## src/rtl/mem_arbiter.sv

```systemverilog
// Two-port round-robin arbiter in front of a single-port byte memory.
// Each transaction takes three cycles: arbitrate (IDLE), strobe memory (ACCESS),
// and ack to the requester (DONE).
`timescale 1ns/1ps

module mem_arbiter #(
  parameter int unsigned ADDR_W   = 16,
  parameter int unsigned DATA_W   = 8,
  parameter int unsigned MEM_SIZE = 'h1000
) (
  input  logic              clk,
  input  logic              reset_n,
  input  logic              req0,
  input  logic              we0,
  input  logic [ADDR_W-1:0] addr0,
  input  logic [DATA_W-1:0] wdata0,
  output logic              ack0,
  input  logic              req1,
  input  logic              we1,
  input  logic [ADDR_W-1:0] addr1,
  input  logic [DATA_W-1:0] wdata1,
  output logic              ack1,
  output logic [DATA_W-1:0] rdata,
  output logic              err,
  output logic              busy,
  output logic              mem_read,
  output logic              mem_write,
  output logic [ADDR_W-1:0] mem_addr,
  output logic [DATA_W-1:0] mem_wdata,
  input  logic [DATA_W-1:0] mem_rdata
);

  // One extra bit so a MEM_SIZE equal to 2**ADDR_W still compares correctly.
  localparam logic [ADDR_W:0] MemLimit = (ADDR_W + 1)'(MEM_SIZE);

  typedef enum logic [1:0] {StIdle, StAccess, StDone} state_e;

  state_e              state_q;
  logic                last_grant_q;
  logic                win_q;
  logic                oor_q;
  logic                ack0_q, ack1_q, err_q;
  logic                mem_read_q, mem_write_q;
  logic [ADDR_W-1:0]   mem_addr_q;
  logic [DATA_W-1:0]   mem_wdata_q;
  logic [DATA_W-1:0]   rdata_q;

  logic                grant;
  logic                sel_we;
  logic [ADDR_W-1:0]   sel_addr;
  logic [DATA_W-1:0]   sel_wdata;
  logic                sel_in_range;

  // Pick the winning port and mux its request fields.
  always_comb begin
    grant        = req1 & (~req0 | ~last_grant_q);
    sel_we       = grant ? we1    : we0;
    sel_addr     = grant ? addr1  : addr0;
    sel_wdata    = grant ? wdata1 : wdata0;
    sel_in_range = ({1'b0, sel_addr} < MemLimit);
  end

  // Transaction FSM with all outputs registered.
  always_ff @(posedge clk) begin
    if (!reset_n) begin
      state_q      <= StIdle;
      last_grant_q <= 1'b1;
      win_q        <= 1'b0;
      oor_q        <= 1'b0;
      ack0_q       <= 1'b0;
      ack1_q       <= 1'b0;
      err_q        <= 1'b0;
      mem_read_q   <= 1'b0;
      mem_write_q  <= 1'b0;
      mem_addr_q   <= '0;
      mem_wdata_q  <= '0;
      rdata_q      <= '0;
    end else begin
      case (state_q)
        StIdle: begin
          if (req0 || req1) begin
            win_q        <= grant;
            last_grant_q <= grant;
            oor_q        <= ~sel_in_range;
            if (sel_in_range) begin
              mem_addr_q  <= sel_addr;
              mem_wdata_q <= sel_wdata;
              mem_write_q <= sel_we;
              mem_read_q  <= ~sel_we;
            end
            state_q <= StAccess;
          end
        end
        StAccess: begin
          // mem_read_q is only ever set for an in-range read.
          rdata_q     <= mem_read_q ? mem_rdata : '0;
          err_q       <= oor_q;
          ack0_q      <= ~win_q;
          ack1_q      <= win_q;
          mem_read_q  <= 1'b0;
          mem_write_q <= 1'b0;
          mem_addr_q  <= '0;
          mem_wdata_q <= '0;
          state_q     <= StDone;
        end
        StDone: begin
          ack0_q  <= 1'b0;
          ack1_q  <= 1'b0;
          err_q   <= 1'b0;
          state_q <= StIdle;
        end
        default: state_q <= StIdle;
      endcase
    end
  end

  assign ack0      = ack0_q;
  assign ack1      = ack1_q;
  assign err       = err_q;
  assign rdata     = rdata_q;
  assign busy      = (state_q != StIdle);
  assign mem_read  = mem_read_q;
  // The memory commits on the edge leaving ACCESS; masking with reset_n keeps a
  // write from landing when reset arrives during that cycle.
  assign mem_write = mem_write_q & reset_n;
  assign mem_addr  = mem_addr_q;
  assign mem_wdata = mem_wdata_q;

endmodule
```

## config.mk

```make
export PLATFORM = sky130hd
export DESIGN_NAME = mem_arbiter
export DESIGN_NICKNAME = d
export VERILOG_FILES = /design/src/rtl/mem_arbiter.sv
export SDC_FILE = /design/constraint.sdc
export NUM_CORES = 1
export LEC_CHECK = 0
export CAP_MARGIN = 10
export CORE_ASPECT_RATIO = 1.25
export CORE_MARGIN = 4
export CORE_UTILIZATION = 43
export CTS_BUF_LIST = sky130_fd_sc_hd__clkbuf_2 sky130_fd_sc_hd__clkbuf_4 sky130_fd_sc_hd__clkbuf_8
export DETAILED_ROUTE_END_ITERATION = 10
export PLACE_DENSITY = 0.87
export SYNTH_ARGS = -nofsm -noshare
export SYNTH_HDL_FRONTEND = slang
export SYNTH_SLANG_ARGS = --single-unit
export TNS_END_PERCENT = 10
```

## constraint.sdc

```tcl
create_clock -name clk -period 2.38 [get_ports clk]
set_input_delay 0.714 -clock clk [delete_from_list [all_inputs] [get_ports clk]]
set_output_delay 0.714 -clock clk [all_outputs]
set_load 0.1 [all_outputs]
```

==> summary.txt <==
Status
  • Status: finished clean

Power
  • Sequential Power Share: 34.6%
  • Leakage power: 1.36 nW
  • Internal power: 0.00146 W
  • Clk pwr share: 28.3%
  • Switching share of power: 37.0%
  • PwrDens: 775 nW/um2
  • Peak supply drop: 0.000679 V
  • Combinational power share: 37.0%
  • Final Power: 0.00232 W
  • NetSw: 0.000860 W

GRT
  • Final global-route overflow total: 0
  • Antenna violations before repair: 0
  • Vias in the first global route: 1816
  • Total GRT Usage: 19.1%
  • First-pass GRT wire length: 7920 um
  • Largest net degree at the start of global routing: 25

STA
  • Final period util: 95.2%
  • Endpoints failing setup: 0
  • RSZ-0062 raised after global routing: no
  • Max transition margin: 74.4%
  • Final Max Tran Viols: 0
  • Final Hold Viols: 0
  • Max Freq: 441 MHz
  • Worst-Margin Slew: 0.384 ns
  • Final Skew: 0.00395 ns
  • Post-layout minimum cycle time: 2.27 ns

Layout
  • Most frequent cells in the layout: clkdlybuf4s50_1 (61), nand2_1 (47), buf_4 (43)
  • Layout cells sized above 1: 18.5%
  • Most common cell after layout, fill and taps aside: clkdlybuf4s50_1
  • Final Cell Area: 3000 um2
  • Final nets: 384
  • Area Overhead vs Synth: 62.4%
  • Ant diodes: 0
  • Fillers: 349

Synth
  • Syn Std Cell Area: 1850 um2
  • Top FF cell, synth: dfxtp_1
  • Yosys synthesis warning count: 0
  • Synth cell types: 26
  • Cells after Synth: 217
  • Post-synth EDFFs: 0
  • Yosys reg bits: 42
  • Sequential area share after synthesis: 45.6%
  • Syn_nets: 283
  • Ys async rst share: 0%
  • Syn avg cell area: 8.50 um2

Worst hold path
  • Worst hold path type: flip-flop to flip-flop
  • Worst hold start: mem_addr[12]
  • Hold path depth: 1
  • WHS Endpoint: mem_addr[12]

Worst setup path
  • CP endpoint kind: output pin
  • Crit path max fanout: 2
  • Crit path DAT: 1.55 ns
  • Reg2reg path depth: 6
  • CP Cell Sequence: clkdlybuf4s50_1, and2_2, buf_12
  • Reg2Reg Setup Slack: 0.61 ns
  • Crit-path max cell delay: 0.48 ns
  • Reg-to-reg startpoint: state_q[1]
  • CP Launch Type: input port
  • R2R Path End: mem_addr[7]
  • CP max-delay cell: clkdlybuf4s50_1
  • Critical path class: input port to output pin
  • CP required: 1.67 ns

Drt
  • Vias per Instance: 4.87
  • Routed len/inst: 13.3 um
  • Remaining DRCs: 0
  • Initial DRC Count: 53
  • Final WL: 4990 um
  • Via count: 1828
  • Final ANT Viol Nets: 0
  • First-pass iteration count of the detailed router: 4

Clock network
  • CTS buffer count: 5
  • Clk buf depth: 2
  • Clk pin slew, worst setup/hold paths: 0.07 ns
  • CTS tree: built
  • Post-CTS sizing: 0
  • Post-CTS setup buffers: 0
  • CTS Hold Buffers Added: 0
  • Clk Latency, worst-skew pair: 0.29 ns
  • CTS sink cnt: 42
  • Clk root buf: clkbuf_8
  • Number of H-tree levels: 2

Die
  • Total die area: 5410 um2
  • Die span in y: 81.2 um
  • Core area: 4130 um2
  • Row Count: 26
  • Chip width: 66.6 um
  • IO Pins: 100
  • Starting Density: 44.7%

Run
  • Max-Cap Viols: 0

Place
  • DP Area: 2860 um2
  • Detailed Place HPWL: 4020 um
  • Gp weighted congestion: 0.735
  • # port buffers: 99
==> power by group through the flow <==
stage	registers (W)	clock network (W)	logic, W
after global placement	0.000816	0	0.000858
after CTS	0.000805	0.000673	0.000867
after floorplan	0.00121	0	0.000210
after global routing	0.000812	0.000700	0.000902
after detailed placement	0.000821	0	0.000866
final	0.000804	0.000658	0.000860
==> metal layers <==
| metal | track usage, % | up-vias | wire length, um |
|---|---|---|---|
| met2 | 35.4 | 60 | 2650 |
| met5 | 0 | - | 0 |
| met4 | 6.30 | 0 | 78 |
| met1 | 19.5 | 824 | 1890 |
| li1 | - | 936 | - |
| met3 | 7.19 | 8 | 369 |
==> critical path, delay by kind of cell <==
family | cells | cell delay [ns]
buffers and inverters | 2 | 0.66
AND/OR/NAND/NOR | 1 | 0.18
==> registers in the layout, indices dropped and copies added, names as in the netlist <==
signal        flops
err               1
ack1              1
rdata             8
ack0              1
mem_write_q       1
oor_q             1
win_q             1
mem_wdata         8
last_grant_q      1
mem_addr         16
state_q           2
mem_read          1
==> cell usage after synthesis, types with 2 or more instances <==
cell | number | area, um2
buf_6 | 2 | 22.5
nand2_1 | 47 | 176
nand3_1 | 2 | 10.0
dfxtp_1 | 42 | 841
and2_1 | 8 | 50.1
clkbuf_1 | 9 | 33.8
nor4_1 | 3 | 18.8
a21oi_1 | 30 | 150
ha_1 | 4 | 50.1
mux2i_1 | 4 | 40.0
buf_2 | 3 | 15.0
nor2b_1 | 18 | 113
o21ai_0 | 3 | 15.0
o22a_1 | 20 | 175
nand2b_1 | 2 | 12.5
inv_1 | 5 | 18.8
o22ai_1 | 2 | 12.5
nor2_1 | 5 | 18.8
==> how the worst max path moves through the flow <==
stage,start,end
floorplan,reset_n,mem_write
CTS,reset_n,mem_write
finish,reset_n,mem_write
detailed placement,req0,mem_wdata[7]
global route,reset_n,mem_write
global placement,req0,mem_wdata[3]
==> per-stage QoR <==
step                      hold WS, ns  worst slack (ns)  utilization [%]  setup TNS (ns)  instances
final                           0.469             0.114             72.5               0        375
after global routing            0.494            0.0633             72.5               0        375
after CTS                       0.470             0.114             72.5               0        375
after detailed placement        0.447           -0.0260             69.2          -0.162        367
after global placement          0.443            0.0594             69.2               0        367
after floorplan                 0.474             0.216                -               0        217
==> layout make-up <==
class,count,area (um2),area share (%)
Clock buffer,5,68.8,2.30
Tap cell,56,70.1,2.34
Timing Repair Buffer,108,1010,33.8
Multi-Input combinational cell,156,916,30.6
Clock inverter,3,68.8,2.30
Inverter,5,18.8,0.626
Sequential cell,42,841,28.1
==> kinds of logic after synthesis <==
group                    Yosys count  synth area share (%)
multiplexers                       4                  2.17
buffers and inverters             19                  4.88
AND/OR/NAND/NOR                   86                  22.0
AO/OA/AOI/OAI                     62                  22.7
flip-flops                        42                  45.6
adder cells (fa/ha/maj)            4                  2.71
(Power assumes the default switching activity.)
